--- src/rtl/multicycle_control_pkg.sv ---
// Shared encodings for the multicycle controller: opcodes, ALU operation classes
// and FSM state codes (the ALUOp codes are also consumed by the ALU control decoder).
package multicycle_control_pkg;

    localparam logic [5:0] OP_R    = 6'b000000;
    localparam logic [5:0] OP_ADDI = 6'b001000;
    localparam logic [5:0] OP_ORI  = 6'b001101;
    localparam logic [5:0] OP_LUI  = 6'b001111;
    localparam logic [5:0] OP_LW   = 6'b100011;
    localparam logic [5:0] OP_SW   = 6'b101011;
    localparam logic [5:0] OP_BEQ  = 6'b000100;
    localparam logic [5:0] OP_BNE  = 6'b000101;
    localparam logic [5:0] OP_J    = 6'b000010;

    typedef enum logic [2:0] {
        ALU_NONE  = 3'b000,
        ALU_SUB   = 3'b001,
        ALU_ADD   = 3'b100,
        ALU_OR    = 3'b101,
        ALU_LUI   = 3'b110,
        ALU_RTYPE = 3'b111
    } alu_op_e;

    typedef enum logic [3:0] {
        S_FETCH  = 4'd0,
        S_DECODE = 4'd1,
        S_MEMADR = 4'd2,
        S_MEMRD  = 4'd3,
        S_MEMWB  = 4'd4,
        S_MEMWR  = 4'd5,
        S_EXEC_R = 4'd6,
        S_WB_R   = 4'd7,
        S_EXEC_I = 4'd8,
        S_WB_I   = 4'd9,
        S_BRANCH = 4'd10,
        S_JUMP   = 4'd11,
        S_HALT   = 4'd15
    } state_e;

    // States that stall on MemReady and therefore count toward the timeout.
    function automatic logic is_mem_wait(state_e s);
        return (s == S_FETCH) || (s == S_MEMRD) || (s == S_MEMWR);
    endfunction

endpackage

--- src/rtl/multicycle_control_if.sv ---
// Datapath-facing signal bundle of the multicycle controller.
interface multicycle_control_if;
    logic [5:0] Opcode;
    logic       Zero;
    logic       MemReady;
    logic [2:0] ALUOp;
    logic       ALUSrcA;
    logic [1:0] ALUSrcB;
    logic       IorD;
    logic       MemRead;
    logic       MemWrite;
    logic       IRWrite;
    logic       RegWrite;
    logic       RegDst;
    logic       MemtoReg;
    logic       PCWrite;
    logic [1:0] PCSource;
    logic [3:0] State;
    logic       IllegalOp;
    logic       MemError;

    modport master (
        output Opcode, Zero, MemReady,
        input  ALUOp, ALUSrcA, ALUSrcB, IorD, MemRead, MemWrite, IRWrite,
               RegWrite, RegDst, MemtoReg, PCWrite, PCSource, State, IllegalOp, MemError
    );

    modport slave (
        input  Opcode, Zero, MemReady,
        output ALUOp, ALUSrcA, ALUSrcB, IorD, MemRead, MemWrite, IRWrite,
               RegWrite, RegDst, MemtoReg, PCWrite, PCSource, State, IllegalOp, MemError
    );
endinterface

--- src/rtl/multicycle_control_mem_wait_timer.sv ---
// Counts consecutive stalled memory cycles and flags the cycle in which the
// MEM_TIMEOUT-th stall occurs.
module mem_wait_timer #(
    parameter int MEM_TIMEOUT = 16
) (
    input  logic clk,
    input  logic reset,
    input  logic wait_active_i,
    input  logic mem_ready_i,
    input  logic state_change_i,
    output logic timeout_o
);
    localparam int CW = $clog2(MEM_TIMEOUT + 1);
    localparam logic [CW-1:0] LAST = CW'(MEM_TIMEOUT - 1);

    logic [CW-1:0] cnt_q, cnt_d;

    always_comb begin
        cnt_d = cnt_q;
        if (state_change_i || mem_ready_i || !wait_active_i) begin
            cnt_d = '0;
        end else begin
            cnt_d = cnt_q + 1'b1;
        end
    end

    // NOTE: registers use non-blocking assignments so every flop samples pre-edge values.
    always_ff @(posedge clk) begin
        if (reset) begin
            cnt_q <= '0;
        end else begin
            cnt_q <= cnt_d;
        end
    end

    // Completion in the last allowed cycle wins over the timeout.
    assign timeout_o = wait_active_i && !mem_ready_i && (cnt_q == LAST);
endmodule

--- src/rtl/multicycle_control.sv ---
// Multicycle MIPS-subset control FSM: Moore-decoded datapath strobes, memory
// wait timeout and sticky fault flags.
module multicycle_control
    import multicycle_control_pkg::*;
#(
    parameter int MEM_TIMEOUT = 16
) (
    input  logic                 clk,
    input  logic                 reset,
    multicycle_control_if.slave  bus
);
    state_e  state_q, state_d, cur_state;
    logic    illegal_q, illegal_d;
    logic    mem_err_q, mem_err_d;
    logic    timeout;

    alu_op_e alu_op;
    logic    src_a, iord, mem_read, mem_write, ir_write, reg_write;
    logic    reg_dst, mem_to_reg, pc_write;
    logic [1:0] src_b, pc_source;

    mem_wait_timer #(.MEM_TIMEOUT(MEM_TIMEOUT)) u_timer (
        .clk            (clk),
        .reset          (reset),
        .wait_active_i  (is_mem_wait(state_q)),
        .mem_ready_i    (bus.MemReady),
        .state_change_i (state_d != state_q),
        .timeout_o      (timeout)
    );

    // NOTE: every comb output gets a default before the case so no latch is inferred.
    always_comb begin
        state_d   = state_q;
        illegal_d = illegal_q;
        mem_err_d = mem_err_q;
        case (state_q)
            S_FETCH, S_MEMRD, S_MEMWR: begin
                if (bus.MemReady) begin
                    state_d = (state_q == S_FETCH) ? S_DECODE :
                              (state_q == S_MEMRD) ? S_MEMWB  : S_FETCH;
                end else if (timeout) begin
                    state_d   = S_HALT;
                    mem_err_d = 1'b1;
                end
            end
            S_DECODE: begin
                case (bus.Opcode)
                    OP_LW, OP_SW:            state_d = S_MEMADR;
                    OP_R:                    state_d = S_EXEC_R;
                    OP_ADDI, OP_ORI, OP_LUI: state_d = S_EXEC_I;
                    OP_BEQ, OP_BNE:          state_d = S_BRANCH;
                    OP_J:                    state_d = S_JUMP;
                    default: begin
                        state_d   = S_FETCH;
                        illegal_d = 1'b1;
                    end
                endcase
            end
            S_MEMADR: state_d = (bus.Opcode == OP_LW) ? S_MEMRD : S_MEMWR;
            S_EXEC_R: state_d = S_WB_R;
            S_EXEC_I: state_d = S_WB_I;
            S_HALT:   state_d = S_HALT;
            default:  state_d = S_FETCH;
        endcase
    end

    always_ff @(posedge clk) begin
        if (reset) begin
            state_q   <= S_FETCH;
            illegal_q <= 1'b0;
            mem_err_q <= 1'b0;
        end else begin
            state_q   <= state_d;
            illegal_q <= illegal_d;
            mem_err_q <= mem_err_d;
        end
    end

    // While reset is held the outputs already present the FETCH decode.
    assign cur_state = reset ? S_FETCH : state_q;

    always_comb begin
        alu_op     = ALU_NONE;
        src_a      = 1'b0;
        src_b      = 2'b00;
        iord       = 1'b0;
        mem_read   = 1'b0;
        mem_write  = 1'b0;
        ir_write   = 1'b0;
        reg_write  = 1'b0;
        reg_dst    = 1'b0;
        mem_to_reg = 1'b0;
        pc_write   = 1'b0;
        pc_source  = 2'b00;
        case (cur_state)
            S_FETCH: begin
                mem_read = 1'b1;
                src_b    = 2'b01;
                alu_op   = ALU_ADD;
                ir_write = bus.MemReady;
                pc_write = bus.MemReady;
            end
            S_DECODE: begin
                src_b  = 2'b11;
                alu_op = ALU_ADD;
            end
            S_MEMADR: begin
                src_a  = 1'b1;
                src_b  = 2'b10;
                alu_op = ALU_ADD;
            end
            S_MEMRD: begin
                mem_read = 1'b1;
                iord     = 1'b1;
            end
            S_MEMWB: begin
                reg_write  = 1'b1;
                mem_to_reg = 1'b1;
            end
            S_MEMWR: begin
                mem_write = 1'b1;
                iord      = 1'b1;
            end
            S_EXEC_R: begin
                src_a  = 1'b1;
                alu_op = ALU_RTYPE;
            end
            S_WB_R: begin
                reg_dst   = 1'b1;
                reg_write = 1'b1;
            end
            S_EXEC_I: begin
                src_a  = 1'b1;
                src_b  = 2'b10;
                alu_op = (bus.Opcode == OP_ORI) ? ALU_OR :
                         (bus.Opcode == OP_LUI) ? ALU_LUI : ALU_ADD;
            end
            S_WB_I: reg_write = 1'b1;
            S_BRANCH: begin
                src_a     = 1'b1;
                alu_op    = ALU_SUB;
                pc_source = 2'b01;
                pc_write  = (bus.Opcode == OP_BNE) ? !bus.Zero : bus.Zero;
            end
            S_JUMP: begin
                pc_source = 2'b10;
                pc_write  = 1'b1;
            end
            default: ;
        endcase
    end

    assign bus.ALUOp     = alu_op;
    assign bus.ALUSrcA   = src_a;
    assign bus.ALUSrcB   = src_b;
    assign bus.IorD      = iord;
    assign bus.MemRead   = mem_read;
    assign bus.MemWrite  = mem_write;
    assign bus.IRWrite   = ir_write;
    assign bus.RegWrite  = reg_write;
    assign bus.RegDst    = reg_dst;
    assign bus.MemtoReg  = mem_to_reg;
    assign bus.PCWrite   = pc_write;
    assign bus.PCSource  = pc_source;
    assign bus.State     = cur_state;
    assign bus.IllegalOp = illegal_q;
    assign bus.MemError  = mem_err_q;
endmodule

--- src/flat_wrapper.sv ---
// flat-port wrapper written by rule: the top's interface ports become plain ports
module multicycle_control_flat import multicycle_control_pkg::*;
#(
    parameter int MEM_TIMEOUT = 16
)
  (clk, reset, bus_Opcode, bus_Zero, bus_MemReady, bus_ALUOp, bus_ALUSrcA, bus_ALUSrcB, bus_IorD, bus_MemRead, bus_MemWrite, bus_IRWrite, bus_RegWrite, bus_RegDst, bus_MemtoReg, bus_PCWrite, bus_PCSource, bus_State, bus_IllegalOp, bus_MemError);
  multicycle_control_if bus_i ();
  input  logic clk;
  input  logic reset;
  input wire logic [$bits(bus_i.Opcode)-1:0] bus_Opcode;
  input wire logic [$bits(bus_i.Zero)-1:0] bus_Zero;
  input wire logic [$bits(bus_i.MemReady)-1:0] bus_MemReady;
  output wire logic [$bits(bus_i.ALUOp)-1:0] bus_ALUOp;
  output wire logic [$bits(bus_i.ALUSrcA)-1:0] bus_ALUSrcA;
  output wire logic [$bits(bus_i.ALUSrcB)-1:0] bus_ALUSrcB;
  output wire logic [$bits(bus_i.IorD)-1:0] bus_IorD;
  output wire logic [$bits(bus_i.MemRead)-1:0] bus_MemRead;
  output wire logic [$bits(bus_i.MemWrite)-1:0] bus_MemWrite;
  output wire logic [$bits(bus_i.IRWrite)-1:0] bus_IRWrite;
  output wire logic [$bits(bus_i.RegWrite)-1:0] bus_RegWrite;
  output wire logic [$bits(bus_i.RegDst)-1:0] bus_RegDst;
  output wire logic [$bits(bus_i.MemtoReg)-1:0] bus_MemtoReg;
  output wire logic [$bits(bus_i.PCWrite)-1:0] bus_PCWrite;
  output wire logic [$bits(bus_i.PCSource)-1:0] bus_PCSource;
  output wire logic [$bits(bus_i.State)-1:0] bus_State;
  output wire logic [$bits(bus_i.IllegalOp)-1:0] bus_IllegalOp;
  output wire logic [$bits(bus_i.MemError)-1:0] bus_MemError;
  assign bus_i.Opcode = bus_Opcode;
  assign bus_i.Zero = bus_Zero;
  assign bus_i.MemReady = bus_MemReady;
  assign bus_ALUOp = bus_i.ALUOp;
  assign bus_ALUSrcA = bus_i.ALUSrcA;
  assign bus_ALUSrcB = bus_i.ALUSrcB;
  assign bus_IorD = bus_i.IorD;
  assign bus_MemRead = bus_i.MemRead;
  assign bus_MemWrite = bus_i.MemWrite;
  assign bus_IRWrite = bus_i.IRWrite;
  assign bus_RegWrite = bus_i.RegWrite;
  assign bus_RegDst = bus_i.RegDst;
  assign bus_MemtoReg = bus_i.MemtoReg;
  assign bus_PCWrite = bus_i.PCWrite;
  assign bus_PCSource = bus_i.PCSource;
  assign bus_State = bus_i.State;
  assign bus_IllegalOp = bus_i.IllegalOp;
  assign bus_MemError = bus_i.MemError;
  multicycle_control #(.MEM_TIMEOUT(MEM_TIMEOUT)) u_core (.clk(clk), .reset(reset), .bus(bus_i));
endmodule
--- config.mk ---
export PLATFORM = sky130hd
export DESIGN_NAME = multicycle_control_flat
export DESIGN_NICKNAME = d
export VERILOG_FILES = /design/src/rtl/multicycle_control_pkg.sv /design/src/rtl/multicycle_control_if.sv /design/src/rtl/multicycle_control_mem_wait_timer.sv /design/src/rtl/multicycle_control.sv /design/src/flat_wrapper.sv
export SDC_FILE = /design/constraint.sdc
export NUM_CORES = 1
export LEC_CHECK = 0
export ABC_CLOCK_PERIOD_IN_PS = 3000
export CORE_MARGIN = 2
export CORE_UTILIZATION = 47
export DETAILED_ROUTE_END_ITERATION = 6
export HOLD_SLACK_MARGIN = 0.1
export PLACE_DENSITY = 0.79
export SLEW_MARGIN = 15
export SYNTH_ARGS = -nofsm -noshare
export SYNTH_HDL_FRONTEND = slang
export SYNTH_SLANG_ARGS = --single-unit
--- constraint.sdc ---
create_clock -name clk -period 3 [get_ports clk]
set_input_delay 0.6 -clock clk [delete_from_list [all_inputs] [get_ports clk]]
set_output_delay 0.6 -clock clk [all_outputs]
set_load 0.05 [all_outputs]
==> impl_metrics.yaml <==
status:
  status: "finished clean"
timing:
  period_minus_slack_ns: 2.824
  max_freq_mhz: 354.1
  final.setup.worst_slack_ns: 0.1760
  slew_headroom_pct: 61.12
  holdWs_ns: 0.4821
  finClkSkew_ns: 0.0004881
  setup_violations: 0
  tightest_slew_ns: 0.5824
  tns_ns: 0
  min_period_over_period_pct: 94.13
  slew_viol_final: 0
  hold_violations: 0
  rsz0062_at_grt: "no"
critical_path:
  required_ns: 2.40
  path_max_fanout: 4
  crit_end: "bus_ALUOp[1]"
  crit_path_top_delay_cell: "clkdlybuf4s50_1"
  cp_cell_sequence: "clkdlybuf4s50_1, nor3b_2, nand4_1, or3_1, a21oi_1, buf_12"
  crit_path_start_kind: "input port"
  slowest_delay_ns: 0.45
  r2r_slack_ns: 0.84
  r2r-start: "u_core.u_timer.cnt_q[0]"
  arrival_ns: 2.22
  rr_worst_depth: 7
  worstSetupEndpointType: "output port"
  crit_start: "reset"
  path_class: "input port to output port"
  r2r_end: "u_core.u_timer.cnt_q[0]"
synthesis:
  syn_avg_cell_area_um2: 7.273
  yosysSeqAreaShare_pct: 19.53
  synth_cell_types: 51
  yosysTopAreaCell: "dfxtp_1"
  syn_inst: 155
  synth_common_cells: "nor2_1, dfxtp_1, nand2_1"
  synth_area_leaders: "dfxtp_1, nor2_1, nor4_1"
  ys_ff_latch: 11
  synth-edff-count: 0
  syn-num-nets: 167
  yosys_warnings: 0
  post-synth-top-count-cell: "nor2_1"
  synth_ff_type: "dfxtp_1"
  syn_area_um2: 1127
  async_flop_share_pct: 0
  synth_top_cell_area_share_pct: 19.53
global_routing:
  grt_overflow: 0
  grt_max_degree: 22
  grt_pass1_wl_um: 5768
  antenna_found_initial: 0
  track_usage_pct: 27.85
  grt_pass1_vias: 1231
layout:
  drive_gt1_share_pct: 22.75
  n_antenna_cell: 0
  multi_input_area_um2: 835.8
  nFillCells: 160
  nNetsFinal: 202
  layout.area.seq_um2: 220.2
  syn_to_final_growth_pct: 52.94
clock_network:
  cts_tree: "done"
  clock_latency_ns: 0.27
  h-tree-depth: 1
  clkTransAtPathRegs_ns: 0.07
  clock_sinks: 11
  cts_buffers: 3
  clk_path_buf_depth: 2
  cts_setup_buffers: 0
  ctsResizeCount: 0
  ctsHoldBuffers: 0
  clockRootBuffer: "clkbuf_4"
placed_design:
  hpwl_um: 2768
  place.gp.congestion: 0.8399
  io_buffer_count: 31
  pre_cts_ws_ns: 0.1984
floorplan:
  die_y_um: 52.98
  die-area_um2: 2806
  rows: 17
  dieWidth_um: 52.98
  start_util_pct: 50.48
  fp.coreArea_um2: 2233
  pin_count: 32
pwr:
  power_density_nw_per_um2: 228.4
  ir_worst_vdd_mv: 0.2738
  totalPowerFinal_mw: 0.3938
  p_leak_nw: 0.6581
job:
  cap_violations: 0
route:
  routed_wl_um: 3534
  dr.pass1.iters: 4
  route.vias.total: 1299
  drc_errors: 0
  initialDrtViolationCount: 60
  post_drt_wl_per_cell_um: 16.29
  vias_per_cell: 5.986
  drtAntennaViolNets: 0
worst_hold_path:
  worstHoldPathType: "flop to flop"
## cells by family after synthesis
logic type | Yosys count | synth area share (%)
AO/OA/AOI/OAI | 36 | 24.31
XOR/XNOR | 5 | 3.885
adder cells (fa/ha/maj) | 2 | 2.219
buffers and inverters | 19 | 7.436
flip-flops | 11 | 19.53
multiplexers | 1 | 0.8879
AND/OR/NAND/NOR | 81 | 41.73
## metal layers
metal | up-vias | wire length, um | track usage, %
met2 | 61 | 1846 | 49.58
met4 | 0 | 81 | 9.829
met1 | 588 | 1403 | 32.19
li1 | 638 | - | -
met5 | - | 0 | 0
met3 | 12 | 201 | 6.497
## cell usage in the layout (no fill, tap or decap), types with 2 or more instances in the layout
master           netlist  routed
a211o_1                2       2
a21boi_0               3       3
a21oi_1                5       5
a31oi_1                2       2
and2_1                 2       2
and3_1                 3       3
buf_12                 0      19
buf_4                  0      12
clkbuf_4               0       3
clkdlybuf4s50_1        0      11
dfxtp_1               11      11
ha_1                   2       2
inv_1                  7       7
nand2_1                9       9
nand2b_1               5       5
nand3_1                4       4
nand4_1                2       2
nor2_1                20      19
nor2b_1                4       4
nor3_1                 7       5
nor3_2                 0       2
nor3b_1                4       4
nor4_1                 7       7
nor4b_1                2       2
o211ai_1               2       2
o21ai_0                5       5
o22ai_1                3       3
o31ai_1                3       3
or3_1                  3       3
xnor2_1                3       3
xor2_1                 2       2
## sequential cells by signal (all words and copies together) (netlist names)
signal,flops
u_core.bus.IllegalOp,1
u_core.u_timer.cnt_q,5
u_core.bus.MemError,1
u_core.state_q,4
## worst min path at each step
stage	startpoint	endpoint	slack [ns]	depth (start not counted)
after floorplan	u_core.u_timer.cnt_q[0]	u_core.u_timer.cnt_q[0]	0.50	2
after global placement	u_core.bus.IllegalOp	u_core.bus.IllegalOp	0.45	1
after detailed placement	u_core.bus.IllegalOp	u_core.bus.IllegalOp	0.48	1
after CTS	u_core.bus.IllegalOp	u_core.bus.IllegalOp	0.49	1
after global routing	u_core.bus.IllegalOp	u_core.bus.IllegalOp	0.51	1
final	u_core.bus.IllegalOp	u_core.bus.IllegalOp	0.48	1
## area by class of cell
type / instances / area share (%)
repair buffers: 42 / 33.67
multi-input cells: 125 / 48.48
flip-flops and latches: 11 / 12.77
clock buffers: 4 / 1.524
well taps: 28 / 2.032
inverters: 7 / 1.524
## worst max-delay path, delay by kind of cell
kind	cells	cell delay (ns)
AOI/OAI and AO/OA	1	0.26
and+or+nand+nor	3	0.75
buffers and inverters	2	0.63
## per-stage QoR
step / utilization [%] / area [um2] / cells
global route: 77.20 / 1724 / 217
CTS: 77.20 / 1724 / 217
floorplan: - / 1140 / 155
detailed placement: 76.02 / 1698 / 213
finish: 77.20 / 1724 / 217
global placement: 76.02 / 1698 / 213
## power breakdown
| group | internal, mW | switching [mW] |
|---|---|---|
| logic | 0.0594 | 0.0751 |
| registers | 0.150 | 0.00685 |
| clock network | 0.0515 | 0.0509 |
Power figures use the tool's default switching activity.
